### src/rtl/ex_div_seq_if.sv
// Handshake and result bundle between the EX stage and the multi-cycle divide sequencer.
// The master side is the EX stage issuing divides; the slave side is the sequencer.
interface ex_div_seq_if #(
    parameter int unsigned WIDTH = 16
);
    logic             start_i;
    logic             signed_i;
    logic [WIDTH-1:0] dividend_i;
    logic [WIDTH-1:0] divisor_i;
    logic             cancel_i;
    logic             stall_req_o;
    logic             busy_o;
    logic             result_valid_o;
    logic [WIDTH-1:0] quotient_o;
    logic [WIDTH-1:0] remainder_o;
    logic             div_zero_o;

    modport master (
        output start_i,
        output signed_i,
        output dividend_i,
        output divisor_i,
        output cancel_i,
        input  stall_req_o,
        input  busy_o,
        input  result_valid_o,
        input  quotient_o,
        input  remainder_o,
        input  div_zero_o
    );

    modport slave (
        input  start_i,
        input  signed_i,
        input  dividend_i,
        input  divisor_i,
        input  cancel_i,
        output stall_req_o,
        output busy_o,
        output result_valid_o,
        output quotient_o,
        output remainder_o,
        output div_zero_o
    );
endinterface

### src/rtl/ex_div_seq.sv
// Multi-cycle restoring divider beside the EX-stage ALU. One quotient bit per cycle,
// stalls the pipeline while running and presents quotient/remainder for one cycle.
module ex_div_seq #(
    parameter int unsigned WIDTH = 16
) (
    input  logic         clk,
    input  logic         rst,
    ex_div_seq_if.slave  bus
);

    localparam int unsigned CntW = (WIDTH > 1) ? $clog2(WIDTH) : 1;

    typedef enum logic [1:0] {StIdle, StZero, StRun, StDone} state_e;

    state_e           state_q, state_d;
    logic [CntW-1:0]  cnt_q, cnt_d;
    // quo_q holds the shifting dividend/quotient; in the zero path it keeps the raw dividend
    logic [WIDTH-1:0] quo_q, quo_d;
    logic [WIDTH-1:0] rem_q, rem_d;
    logic [WIDTH-1:0] dvs_q, dvs_d;
    logic             q_neg_q, q_neg_d;
    logic             r_neg_q, r_neg_d;
    logic [WIDTH-1:0] quotient_q, quotient_d;
    logic [WIDTH-1:0] remainder_q, remainder_d;
    logic             div_zero_q, div_zero_d;

    logic             dd_neg, dv_neg;
    logic [WIDTH-1:0] dd_abs, dv_abs;
    logic [WIDTH:0]   rem_sh, diff;
    logic             no_borrow;
    logic [WIDTH-1:0] rem_step, quo_step;
    logic             accept;

    // Operand magnitudes and signs as seen at acceptance
    always_comb begin
        dd_neg = bus.signed_i & bus.dividend_i[WIDTH-1];
        dv_neg = bus.signed_i & bus.divisor_i[WIDTH-1];
        dd_abs = dd_neg ? -bus.dividend_i : bus.dividend_i;
        dv_abs = dv_neg ? -bus.divisor_i : bus.divisor_i;
    end

    // One restoring step: shift {rem,quo} left, trial-subtract divisor on WIDTH+1 bits
    always_comb begin
        rem_sh    = {rem_q, quo_q[WIDTH-1]};
        diff      = rem_sh - {1'b0, dvs_q};
        no_borrow = ~diff[WIDTH];
        rem_step  = no_borrow ? diff[WIDTH-1:0] : rem_sh[WIDTH-1:0];
        quo_step  = {quo_q[WIDTH-2:0], no_borrow};
    end

    assign accept = (state_q == StIdle) & bus.start_i & ~bus.cancel_i;

    // Next-state and datapath updates; cancel aborts without touching the result registers
    always_comb begin
        state_d     = state_q;
        cnt_d       = cnt_q;
        quo_d       = quo_q;
        rem_d       = rem_q;
        dvs_d       = dvs_q;
        q_neg_d     = q_neg_q;
        r_neg_d     = r_neg_q;
        quotient_d  = quotient_q;
        remainder_d = remainder_q;
        div_zero_d  = div_zero_q;

        if (bus.cancel_i) begin
            state_d = StIdle;
            cnt_d   = '0;
        end else begin
            unique case (state_q)
                StIdle: begin
                    if (bus.start_i) begin
                        q_neg_d = dd_neg ^ dv_neg;
                        r_neg_d = dd_neg;
                        dvs_d   = dv_abs;
                        rem_d   = '0;
                        cnt_d   = '0;
                        if (bus.divisor_i == '0) begin
                            quo_d   = bus.dividend_i;
                            state_d = StZero;
                        end else begin
                            quo_d   = dd_abs;
                            state_d = StRun;
                        end
                    end
                end
                StRun: begin
                    quo_d = quo_step;
                    rem_d = rem_step;
                    cnt_d = cnt_q + 1'b1;
                    if (cnt_q == CntW'(WIDTH - 1)) begin
                        // Last bit: apply signs and register the result as DONE is entered
                        cnt_d       = '0;
                        state_d     = StDone;
                        quotient_d  = q_neg_q ? -quo_step : quo_step;
                        remainder_d = r_neg_q ? -rem_step : rem_step;
                        div_zero_d  = 1'b0;
                    end
                end
                StZero: begin
                    quotient_d  = '1;
                    remainder_d = quo_q;
                    div_zero_d  = 1'b1;
                    state_d     = StDone;
                end
                StDone: begin
                    state_d = StIdle;
                end
                default: begin
                    state_d = StIdle;
                end
            endcase
        end
    end

    // FSM state register
    always_ff @(posedge clk) begin
        if (!rst) begin
            state_q <= StIdle;
        end else begin
            state_q <= state_d;
        end
    end

    // Datapath and result registers
    always_ff @(posedge clk) begin
        if (!rst) begin
            cnt_q       <= '0;
            quo_q       <= '0;
            rem_q       <= '0;
            dvs_q       <= '0;
            q_neg_q     <= 1'b0;
            r_neg_q     <= 1'b0;
            quotient_q  <= '0;
            remainder_q <= '0;
            div_zero_q  <= 1'b0;
        end else begin
            cnt_q       <= cnt_d;
            quo_q       <= quo_d;
            rem_q       <= rem_d;
            dvs_q       <= dvs_d;
            q_neg_q     <= q_neg_d;
            r_neg_q     <= r_neg_d;
            quotient_q  <= quotient_d;
            remainder_q <= remainder_d;
            div_zero_q  <= div_zero_d;
        end
    end

    // Stall drops in DONE so EX advances in the same cycle the result is valid
    assign bus.stall_req_o    = accept | (state_q == StRun) | (state_q == StZero);
    assign bus.busy_o         = (state_q != StIdle);
    assign bus.result_valid_o = (state_q == StDone) & rst & ~bus.cancel_i;
    assign bus.quotient_o     = quotient_q;
    assign bus.remainder_o    = remainder_q;
    assign bus.div_zero_o     = div_zero_q;

endmodule

### src/flat_wrapper.sv
// flat-port wrapper written by rule: the top's interface ports become plain ports
module ex_div_seq_flat 
#(
    parameter int unsigned WIDTH = 16
)
  (clk, rst, bus_start_i, bus_signed_i, bus_dividend_i, bus_divisor_i, bus_cancel_i, bus_stall_req_o, bus_busy_o, bus_result_valid_o, bus_quotient_o, bus_remainder_o, bus_div_zero_o);
  ex_div_seq_if #(.WIDTH(WIDTH)) bus_i ();
  input  logic clk;
  input  logic rst;
  input wire logic [$bits(bus_i.start_i)-1:0] bus_start_i;
  input wire logic [$bits(bus_i.signed_i)-1:0] bus_signed_i;
  input wire logic [$bits(bus_i.dividend_i)-1:0] bus_dividend_i;
  input wire logic [$bits(bus_i.divisor_i)-1:0] bus_divisor_i;
  input wire logic [$bits(bus_i.cancel_i)-1:0] bus_cancel_i;
  output wire logic [$bits(bus_i.stall_req_o)-1:0] bus_stall_req_o;
  output wire logic [$bits(bus_i.busy_o)-1:0] bus_busy_o;
  output wire logic [$bits(bus_i.result_valid_o)-1:0] bus_result_valid_o;
  output wire logic [$bits(bus_i.quotient_o)-1:0] bus_quotient_o;
  output wire logic [$bits(bus_i.remainder_o)-1:0] bus_remainder_o;
  output wire logic [$bits(bus_i.div_zero_o)-1:0] bus_div_zero_o;
  assign bus_i.start_i = bus_start_i;
  assign bus_i.signed_i = bus_signed_i;
  assign bus_i.dividend_i = bus_dividend_i;
  assign bus_i.divisor_i = bus_divisor_i;
  assign bus_i.cancel_i = bus_cancel_i;
  assign bus_stall_req_o = bus_i.stall_req_o;
  assign bus_busy_o = bus_i.busy_o;
  assign bus_result_valid_o = bus_i.result_valid_o;
  assign bus_quotient_o = bus_i.quotient_o;
  assign bus_remainder_o = bus_i.remainder_o;
  assign bus_div_zero_o = bus_i.div_zero_o;
  ex_div_seq #(.WIDTH(WIDTH)) u_core (.clk(clk), .rst(rst), .bus(bus_i));
endmodule
### config.mk
export PLATFORM = sky130hd
export DESIGN_NAME = ex_div_seq_flat
export DESIGN_NICKNAME = d
export VERILOG_FILES = /design/src/rtl/ex_div_seq_if.sv /design/src/rtl/ex_div_seq.sv /design/src/flat_wrapper.sv
export SDC_FILE = /design/constraint.sdc
export NUM_CORES = 1
export LEC_CHECK = 0
export BUFFER_PORTS_ARGS = -buffer_cell sky130_fd_sc_hd__buf_4
export CORE_ASPECT_RATIO = 0.5
export CORE_MARGIN = 2
export CORE_UTILIZATION = 51
export CTS_BUF_LIST = sky130_fd_sc_hd__clkbuf_8 sky130_fd_sc_hd__clkbuf_16
export DETAILED_ROUTE_END_ITERATION = 12
export GPL_TIMING_DRIVEN = 1
export PLACE_DENSITY = 0.79
export REMOVE_ABC_BUFFERS = 1
export SLEW_MARGIN = 20
export SYNTH_ARGS = -nofsm -noshare
export SYNTH_HDL_FRONTEND = slang
export SYNTH_SLANG_ARGS = --single-unit
### constraint.sdc
create_clock -name clk -period 3.9 [get_ports clk]
set_input_delay 0.78 -clock clk [delete_from_list [all_inputs] [get_ports clk]]
set_output_delay 0.78 -clock clk [all_outputs]
set_load 0.02 [all_outputs]
==> results of run 1 <==
layer usage:
metal / global-route usage [%] / wire length (um) / up-vias
li1: - / - / 3122
met1: 36.56 / 8471 / 2982
met2: 44.91 / 7795 / 248
met3: 6.643 / 1344 / 22
met4: 7.321 / 194 / 0
met5: 0 / 0 / -
worst max-delay path, cell delays in order, from the launching register on:
cell	delay (ns)
dfxtp_1	0.31
inv_1	0.07
ha_1	0.18
inv_1	0.07
fa_2	0.39
a211oi_4	0.31
o211ai_2	0.16
nand4b_1	0.16
a21oi_1	0.11
nor2_2	0.27
inv_2	0.10
a21oi_1	0.21
ha_1	0.20
inv_1	0.06
a2111oi_2	0.31
a311oi_2	0.11
a221oi_2	0.22
xnor2_1	0.15
o221ai_1	0.12
metrics by stage:
step,setup WS [ns],instances,utilization (%)
6_report,0.2586,1063,61.47
5_1_grt,-0.0002380,1063,61.47
4_1_cts,0.06591,1062,61.20
3_5_place_dp,0.07720,1046,58.60
3_3_place_gp,0.1926,1046,58.60
2_1_floorplan,-0.6303,789,-
area by class of cell:
| type | count | share of cell area (%) |
|---|---|---|
| well taps | 165 | 2.811 |
| multi-input cells | 659 | 57.10 |
| flip-flops and latches | 89 | 24.26 |
| clock buffers | 9 | 3.067 |
| clock inverters | 7 | 1.159 |
| inverters | 41 | 2.096 |
| repair buffers | 93 | 9.508 |
synthesized netlist by cell type, types with 3 or more instances:
cell type / n / share of area (%)
a21oi_1: 99 / 7.8
nor2_1: 97 / 5.8
dfxtp_1: 89 / 28
nand2_1: 75 / 4.5
o21ai_0: 46 / 3.6
clkbuf_1: 40 / 2.4
inv_1: 38 / 2.3
xnor2_1: 32 / 4.4
ha_1: 25 / 5.0
nand3_1: 24 / 1.9
nor3_1: 24 / 1.9
xor2_1: 22 / 3.1
a211oi_1: 20 / 2.4
mux2i_1: 17 / 2.7
a31oi_1: 13 / 1.3
or3_1: 12 / 1.2
a21o_1: 11 / 1.3
a311oi_1: 11 / 1.5
nand2b_1: 9 / 0.89
nor4_1: 9 / 0.89
o211ai_1: 9 / 1.1
o21ai_1: 6 / 0.48
and2_1: 5 / 0.50
and3_1: 5 / 0.50
buf_2: 5 / 0.40
nand3b_1: 5 / 0.59
nand4_1: 5 / 0.50
nor2b_1: 5 / 0.50
buf_4: 4 / 0.48
nor3b_1: 4 / 0.48
o2111ai_1: 4 / 0.55
or4_1: 4 / 0.48
a22oi_1: 3 / 0.36
or2_2: 3 / 0.30
power groups by stage:
stage	sequential, uW	combinational [uW]	clock [uW]
after floorplan	1040	526	0
after global placement	1020	786	0
after detailed placement	1020	794	0
after CTS	1000	801	931
after global routing	1010	900	970
final	1010	821	925
registers in the layout (all words and copies together) (netlist names):
name	count
u_core.state_q	2
u_core.q_neg_q	1
u_core.dvs_q	16
u_core.quo_q	16
u_core.bus.div_zero_o	1
u_core.r_neg_q	1
u_core.cnt_q	4
u_core.bus.remainder_o	16
u_core.bus.quotient_o	16
u_core.rem_q	16
cells by family after synthesis:
group	Yosys count
AND/OR/NAND/NOR	303
flip-flops	89
XOR/XNOR	54
AO/OA/AOI/OAI	257
multiplexers	19
adder cells (fa/ha/maj)	26
buffers and inverters	91
worst max path at each step:
stage | startpoint | to | slack [ns] | depth (start not counted)
after floorplan | u_core.quo_q[15] | u_core.bus.remainder_o[12] | -0.63 | 18
after global placement | u_core.quo_q[15] | u_core.bus.remainder_o[12] | 0.19 | 18
after detailed placement | u_core.quo_q[15] | u_core.bus.remainder_o[12] | 0.08 | 18
after CTS | u_core.quo_q[15] | u_core.bus.remainder_o[12] | 0.07 | 18
after global routing | u_core.quo_q[15] | u_core.bus.remainder_o[12] | -0.0002 | 18
final | u_core.quo_q[15] | u_core.bus.remainder_o[12] | 0.26 | 18
repair_timing:
item | 4_1_cts | 5_1_grt
endpoints found under the setup margin | 0 | 6
hold buffers | 0 | 0
setup buffers | 0 | 1
resized for setup | 0 | 6
==> summary.md, run 1 <==
| Metric | Value |
|---|---|
| Clk_skew | roughly 0.0084 ns |
| Violation count after the first detailed-route iteration | 485 |
| Final HPWL DP | 13,080 um |
| Setup CP Type | flop to flop |
| Finished Cell Area | about 0.0073 mm2 |
| Min-delay src | u_core.bus.remainder_o[2] |
| Net Sw Power | around 950 uW |
| Skew-Pair Late Insertion Delay | roughly 0.36 ns |
| Worst-Margin Slew | 1.103 ns |
| Placed Area | 0.007000 mm2 |
| Final setup vio count | 0 |
| Gate Count Post-Synth | 839 |
| Final Critical Period | ~3.6 ns |
| Critical path arrival | 3.87 ns |
| Maximum clock rate | 0.2746 GHz |
| Die Wd | 161.4 um |
| Cts bufs inserted | 9 |
| Peak supply drop | slightly above 0.2 mV |
| Worst EP required | between 4 and 5 ns |
| Clock share of power | about 34% |
| Power Total | ~2800 uW |
| Largest family of logic cells by synthesized area | compound AO/OA/AOI/OAI gates |
| Final-report hold violation count | 0 |
| Post-synthesis compound-gate area fraction | 26.30% |
| Synth async-reset ratio | 0% |
| # fillers | 1,073 |
| Via count | approximately 6,400 |
| First-pass GRT wire length | 29,150 um |
| XOR/XNOR share of the synthesized area | 7.487% |
| Largest net degree at the start of global routing | 47 |
| Status | complete, no violations |
| Comb pwr share | 29.8% |
| ANT nets after route | 0 |
| Area Overhead vs Synth | 16.24% |
| PwrDens | roughly 370 mW/mm2 |
| Initial core utilization | 52.88% |
| Die extent in y | 82.70 um |
| Fraction of layout cells with a size suffix above 1 | ~15% |
| Prevailing post-synth register cell | dfxtp_1 |
| Overall routing resource usage | around 27% |
| Worst Hold Depth | 2 |
| Avg Vias per Cell | 5.996 |
| Hold WC Path Type | flop to flop |
| Yosys reg bits | 89 |
| Vias in the first global route | 5,960 |
| Antenna violations before repair | 0 |
| Die ar. | 0.01335 mm2 |
| Clock Pin Slew Worst Setup and Hold Paths | 0.07 ns |
| Root cell of the clock tree | clkbuf_16 |
| Residual DRC count | 0 |
| Synth Area per Inst | between 7 and 8 um2 |
| Sw Ratio | roughly a third |
| Initial DRT Pass Iterations | 5 |
| Pint | 1806 uW |
| R2R Setup Slk | 0.26 ns |
| Row cnt | 28 |
| RR Startpoint | u_core.quo_q[15] |
| Cells on worst reg2reg path | 18 |
| Post-synthesis simple-gate area fraction | a little under a quarter |
| CTS Buffer Depth | 2 |
| Startpoint Class | flop |
| Post-synthesis mux area share | 3.050% |
| Adder-Cell Fraction of Synth Area | 5.268% |
| FF+latch area | 0.001782 mm2 |
| Fin crit share | 93.37% |
| Library cells used by synthesis | 78 |
| Most frequent cells in the layout | a21oi_1 (99), nor2_1 (95), buf_4 (93) |
| Antenna Cells | 0 |
| Sequential cell area fraction in the yosys report | roughly 28% |
| Reg2reg end | u_core.bus.remainder_o[12] |
| H-tree depth | 3 |
| CTS tree | yes |
| Crit. End Element | flop |
| Crit-path max FO | 5 |
| Commonest non-fill, non-tap cell in the layout | a21oi_1 |
| Routed len/inst | about 17 um |
| Grt ovf | 0 |
| Post-synthesis cell area | 0.006317 mm2 |
| Worst slew margin | approximately a quarter |
| Pins Over Slew Limit | 0 |
| # nets final | approximately 960 |
| Sequential share of power | 36.5% |
| I/O Pins | 73 |
| Sink Count | 89 |
| Core outline area | 0.01195 mm2 |
| Gpl congestion | 0.9313 |
| YS warnings | 0 |
| Port Buf Inserts | between 70 and 80 |
| Post-synth EDFFs | 0 |
| Area of the multi-input gates | 0.004193 mm2 |
| Leak pwr | 0.002906 uW |
| End of the worst hold path | u_core.bus.remainder_o[2] |
| Max Cap Viol | 0 |
| WL final | 17,810 um |
| Setup TNS | 0 ns |
| Min Hold Slack | 0.4592 ns |
Power figures use the tool's default switching activity.
==> inputs of run 2 (changes only) <==
--- a/config.mk
+++ b/config.mk
@@ -6,13 +6,15 @@
 export NUM_CORES = 1
 export LEC_CHECK = 0
 export BUFFER_PORTS_ARGS = -buffer_cell sky130_fd_sc_hd__buf_4
+export CELL_PAD_IN_SITES_DETAIL_PLACEMENT = 1
+export CELL_PAD_IN_SITES_GLOBAL_PLACEMENT = 1
 export CORE_ASPECT_RATIO = 0.5
 export CORE_MARGIN = 2
-export CORE_UTILIZATION = 51
+export CORE_UTILIZATION = 39
 export CTS_BUF_LIST = sky130_fd_sc_hd__clkbuf_8 sky130_fd_sc_hd__clkbuf_16
 export DETAILED_ROUTE_END_ITERATION = 12
 export GPL_TIMING_DRIVEN = 1
-export PLACE_DENSITY = 0.79
+export PLACE_DENSITY = 0.81
 export REMOVE_ABC_BUFFERS = 1
 export SLEW_MARGIN = 20
 export SYNTH_ARGS = -nofsm -noshare
==> summary.md, run 2 (synthesis gave the netlist of run 1 again) <==
| Metric | Value |
|---|---|
| Status | complete, no violations |
| CP Cell Sequence | inv_1 -> ha_1 -> inv_1 -> fa_2 -> a211oi_2 -> o211ai_2 -> nand4b_1 -> a21oi_1 -> nor2_2 -> mux2i_1 -> ha_1 -> inv_1 -> a2111oi_2 -> a311oi_2 -> a221oi_2 -> xnor2_1 -> o221ai_1 |
| Initial core utilization | 40.46% |
| Reg2reg end | u_core.bus.remainder_o[12] |
| PwrDens | 375.8 mW/mm2 |
| Max incr delay on CP | 0.37 ns |
| DR WL met3 | 942 um |
| Vias in the first global route | 6,469 |
| Cts bufs inserted | 9 |
| End of the worst hold path | u_core.dvs_q[0] |
| Clk_skew | 0.01706 ns |
| Skew-Pair Late Insertion Delay | roughly 0.35 ns |
| I/O Pins | 73 |
| Die ar. | 0.01729 mm2 |
| Largest net degree at the start of global routing | 38 |
| CTS tree | yes |
| Fin crit share | 94.85% |
| Worst EP required | roughly 4.1 ns |
| WL final | 20,900 um |
| Leak pwr | a little under 0.003 uW |
| Worst slew margin | 36.66% |
| Top sig layer | met4 |
| # nets final | 960 |
| Commonest non-fill, non-tap cell in the layout | a21oi_1 |
| Startpoint Class | flop |
| Clock Pin Slew Worst Setup and Hold Paths | roughly 0.070 ns |
| # fillers | between 1,500 and 2,000 |
| Overall routing resource usage | roughly 25% |
| Min-delay src | u_core.dvs_q[0] |
| Worst-Margin Slew | roughly 0.95 ns |
| Wl on met1 | 10,590 um |
| Critical path arrival | 3.92 ns |
| Cells on worst reg2reg path | 17 |
| Port Buf Inserts | 72 |
| Antenna Cells | 0 |
| Final Util | 47.56% |
| Crit path top cell by count | inv_1 |
| Sink Count | 89 |
| RR Startpoint | u_core.quo_q[15] |
| Final HPWL DP | 15,570 um |
| Residual DRC count | 0 |
| Final Critical Period | 3.699 ns |
| Fraction of layout cells with a size suffix above 1 | 15.74% |
| Pins Over Slew Limit | 0 |
| Most frequent cells in the layout | a21oi_1 (98), buf_4 (97), nor2_1 (95) |
| Peak supply drop | ~0.23 mV |
| Maximum clock rate | between 0.2 and 0.3 GHz |
| Avg Vias per Cell | 5.824 |
| Root cell of the clock tree | clkbuf_16 |
| Critical Path Start | u_core.quo_q[15] |
| Final setup vio count | 0 |
| Unrepaired setup endpoints after global routing | false |
| Core outline area | 0.01562 mm2 |
| Post-route insts no fill | between 1,000 and 1,500 |
| ANT nets after route | 0 |
| Slowest-stage cell, CP | fa_2 |
| Hold buffers post-CTS | 0 |
| Hold WC Path Type | flop to flop |
| Min Hold Slack | 0.4738 ns |
| Die extent in y | 94.00 um |
| Initial DRT Pass Iterations | 5 |
| Area Overhead vs Synth | 17.55% |
| Crit-path max FO | 5 |
| Setup CP Type | flop to flop |
| R2R Setup Slk | 0.20 ns |
| H-tree depth | 3 |
| Placed insts | 1,089 |
| Via count | 6,441 |
| Grt ovf | 0 |
| Met2 WL | 9228 um |
| Die Wd | between 150 and 200 um |
| Row cnt | 32 |
| CTS Buffer Depth | 2 |
| Max Cap Viol | 0 |
| Gpl congestion | 0.9239 |
| Antenna violations before repair | 0 |
| Final-report hold violation count | 0 |
| Worst Hold Depth | 2 |
| First-pass GRT wire length | approximately 34,000 um |
| Violation count after the first detailed-route iteration | ~360 |
| Routed len/inst | 18.89 um |
| Crit. End Element | flop |
## run 2: cell count changes in the layout (fill, tap and decap cells not counted), sizes merged
cell / before / now
clkinvlp: 2 / 0
buf: 93 / 97
clkinv: 2 / 4
## run 2: routing by layer
metal	up-vias	global-route usage, %
met3	16	3.643
met1	3176	35.11
met2	121	40.88
met5	-	0
met4	0	4.200
li1	3128	-
## run 2: layout make-up
class / count / area [um2] / share of cell area, %
sequential: 89 / 1782 / 23.99
multi-input combinational: 659 / 4189 / 56.41
timing repair buffer: 97 / 728.2 / 9.806
tap: 204 / 255.2 / 3.437
clock inverter: 7 / 92.59 / 1.247
clock buffer: 9 / 225.2 / 3.033
inverter: 41 / 153.9 / 2.072
## run 2: worst max-delay path by stage
stage	slack (ns)	to
final	0.20	u_core.bus.remainder_o[12]
after global placement	0.19	u_core.bus.remainder_o[12]
after detailed placement	-0.02	u_core.bus.remainder_o[12]
after CTS	0.006	u_core.bus.remainder_o[12]
after floorplan	-0.63	u_core.bus.remainder_o[12]
after global routing	0.02	u_core.bus.remainder_o[12]
## run 2: per-stage QoR
stage,power [uW],setup TNS [ns],setup WS (ns),cell area (um2)
after global placement,1828,0,0.1940,7079
after global routing,2929,0,0.02012,7426
final,2791,0,0.2008,7426
after CTS,2786,0,0.006375,7400
after detailed placement,1850,-0.01816,-0.01816,7079
after floorplan,1564,-2.401,-0.6303,6101
## run 2: critical path, delay by kind of cell, from the launching register on
| kind | cells | cell delay, ns |
|---|---|---|
| compound gates | 7 | 1.36 |
| fa+ha+maj | 3 | 0.79 |
| simple gates | 2 | 0.43 |
| flops | 1 | 0.31 |
| mux | 1 | 0.31 |
| buf+inv | 3 | 0.21 |
| xor+xnor | 1 | 0.16 |
## run 2: repair_timing
item | 4_1_cts | 5_1_grt
endpoints found under the setup margin | 1 | 5
setup buffers | 0 | 1
resized for setup | 1 | 5
pin swaps | 0 | 5
## run 2: where the power goes
group	internal (uW)	switching, uW	total (uW)
Combinational	337	513	850
Sequential	958	50.0	1010
Clock	515	417	933
==> inputs of run 3 (changes only) <==
--- a/config.mk
+++ b/config.mk
@@ -10,11 +10,11 @@
 export CELL_PAD_IN_SITES_GLOBAL_PLACEMENT = 1
 export CORE_ASPECT_RATIO = 0.5
 export CORE_MARGIN = 2
-export CORE_UTILIZATION = 39
-export CTS_BUF_LIST = sky130_fd_sc_hd__clkbuf_8 sky130_fd_sc_hd__clkbuf_16
+export CORE_UTILIZATION = 41
+export CTS_BUF_LIST = sky130_fd_sc_hd__clkbuf_2 sky130_fd_sc_hd__clkbuf_4 sky130_fd_sc_hd__clkbuf_8
 export DETAILED_ROUTE_END_ITERATION = 12
 export GPL_TIMING_DRIVEN = 1
-export PLACE_DENSITY = 0.81
+export PLACE_DENSITY = 0.85
 export REMOVE_ABC_BUFFERS = 1
 export SLEW_MARGIN = 20
 export SYNTH_ARGS = -nofsm -noshare
==> summary.md, run 3 (synthesis gave the netlist of run 1 again) <==
| Metric | Value |
|---|---|
| Overall routing resource usage | 25.73% |
| Die Wd | 179.5 um |
| Sink Count | 89 |
| Gpl congestion | slightly below 0.9 |
| Startpoint Class | flop |
| Core outline area | 0.01521 mm2 |
| Leak pwr | 0.002872 uW |
| Final setup margin | 0.2162 ns |
| Largest net degree at the start of global routing | 62 |
| Hold WC Path Type | flop to flop |
| Vias in the first global route | 6,546 |
| CTS Buffer Depth | 2 |
| Max Cap Viol | 0 |
| Avg Vias per Cell | 5.898 |
| Fin crit share | a little over nine tenths |
| Residual DRC count | 0 |
| ANT nets after route | 0 |
| # fillers | 1,919 |
| Violation count after the first detailed-route iteration | 395 |
| Row cnt | 32 |
| Final Util | a little under half |
| Clock Pin Slew Worst Setup and Hold Paths | 0.10 ns |
| Via count | 6,506 |
| Grt ovf | 0 |
| Crit path top cell by count | inv_1 |
| Worst Hold Depth | 2 |
| Pins Over Slew Limit | 0 |
| Cells on worst reg2reg path | 17 |
| Routed len/inst | about 19 um |
| Fraction of layout cells with a size suffix above 1 | approximately 15% |
| Critical path arrival | a little under 4 ns |
| Min-delay src | u_core.dvs_q[0] |
| CTS tree | yes |
| H-tree depth | 3 |
| CP Cell Sequence | inv_1 -> ha_1 -> inv_1 -> fa_2 -> a211oi_2 -> o211ai_2 -> nand4b_1 -> a21oi_1 -> nor2_2 -> mux2i_1 -> ha_1 -> inv_1 -> a2111oi_2 -> a311oi_1 -> a221oi_2 -> xnor2_1 -> o221ai_1 |
| Final-report hold violation count | 0 |
| Hold buffers post-CTS | 0 |
| Peak supply drop | 0.1658 mV |
| Worst EP required | roughly 4.2 ns |
| Initial core utilization | 41.52% |
| Crit. End Element | flop |
| End of the worst hold path | u_core.dvs_q[0] |
| Slowest-stage cell, CP | fa_2 |
| Area Overhead vs Synth | 15.51% |
| Maximum clock rate | approximately 0.27 GHz |
| Die ar. | 0.01648 mm2 |
| Commonest non-fill, non-tap cell in the layout | a21oi_1 |
| Clk_skew | between 0.02 and 0.025 ns |
| Status | complete, no violations |
| WL final | 20,980 um |
| Reg2reg end | u_core.bus.remainder_o[12] |
| Max incr delay on CP | 0.37 ns |
| # nets final | roughly 960 |
| Cts bufs inserted | 9 |
| Worst slew margin | 31.27% |
| RR Startpoint | u_core.quo_q[15] |
| Root cell of the clock tree | clkbuf_8 |
| Skew-Pair Late Insertion Delay | 0.39 ns |
| Final Critical Period | 3.684 ns |
| Antenna Cells | 0 |
| Antenna violations before repair | 0 |
| Final setup vio count | 0 |
| Most frequent cells in the layout | a21oi_1 (98), nor2_1 (95), buf_4 (94) |
| Power Total | ~2600 uW |
| Unrepaired setup endpoints after global routing | false |
| R2R Setup Slk | about 0.22 ns |
| Crit-path max FO | 5 |
| Initial DRT Pass Iterations | 5 |
| Setup CP Type | flop to flop |
| First-pass GRT wire length | 34,550 um |
| Worst-Margin Slew | between 1 and 1.5 ns |
| Port Buf Inserts | 72 |
| Min Hold Slack | ~0.48 ns |
| Final HPWL DP | 15,520 um |
| Die extent in y | 91.78 um |
| Pre-CTS setup slack | -0.07885 ns |
| I/O Pins | 73 |
| PwrDens | 350.9 mW/mm2 |
[run 3: critical path, delay by kind of cell, from the launching register on]
family | cells | cell delay, ns
simple gates | 2 | 0.45
flops | 1 | 0.34
buf+inv | 3 | 0.20
compound gates | 7 | 1.35
mux | 1 | 0.29
fa+ha+maj | 3 | 0.77
xor+xnor | 1 | 0.17
[run 3: how the worst max path moves through the flow]
stage	cells past startpoint	startpoint	to
after detailed placement	18	u_core.quo_q[15]	u_core.bus.remainder_o[12]
after global routing	17	u_core.quo_q[15]	u_core.bus.remainder_o[12]
after CTS	19	u_core.quo_q[15]	u_core.bus.remainder_o[12]
after global placement	17	u_core.quo_q[15]	u_core.bus.remainder_o[12]
after floorplan	18	u_core.quo_q[15]	u_core.bus.remainder_o[12]
final	17	u_core.quo_q[15]	u_core.bus.remainder_o[12]
[run 3: where the power goes]
part           internal [uW]  switching, uW
combinational            339            513
clock                    313            387
sequential               958           50.4
total                   1610            951
[run 3: layer usage]
layer,GRT usage [%],wire length [um],vias to the layer above
met5,0,0,-
met3,3.971,923,20
li1,-,-,3124
met2,42.08,9605,170
met1,35.92,10240,3192
met4,5.488,210,0
[run 3: layout make-up]
class	instances	area (um2)	area share (%)
Sequential cell	89	1782	24.42
Clock buffer	10	131.4	1.800
Timing Repair Buffer	94	705.7	9.671
Inverter	41	153.9	2.109
Multi-Input combinational cell	659	4194	57.48
Clock inverter	6	75.07	1.029
Tap cell	204	255.2	3.498
[run 3: what timing repair did]
action | CTS | global route
endpoints found under the setup margin | 1 | 10
gates resized for setup | 1 | 6
buffers inserted | 1 | 1
hold endpoints to repair | 0 | 0
pin swaps | 1 | 4
[run 3: metrics by stage]
step / std cells / TNS (ns) / instance area, um2
5_1_grt: 1103 / 0 / 7297
4_1_cts: 1102 / 0 / 7266
3_5_place_dp: 1085 / -0.07885 / 7049
2_1_floorplan: 789 / -2.401 / 6101
6_report: 1103 / 0 / 7297
3_3_place_gp: 1085 / 0 / 7049
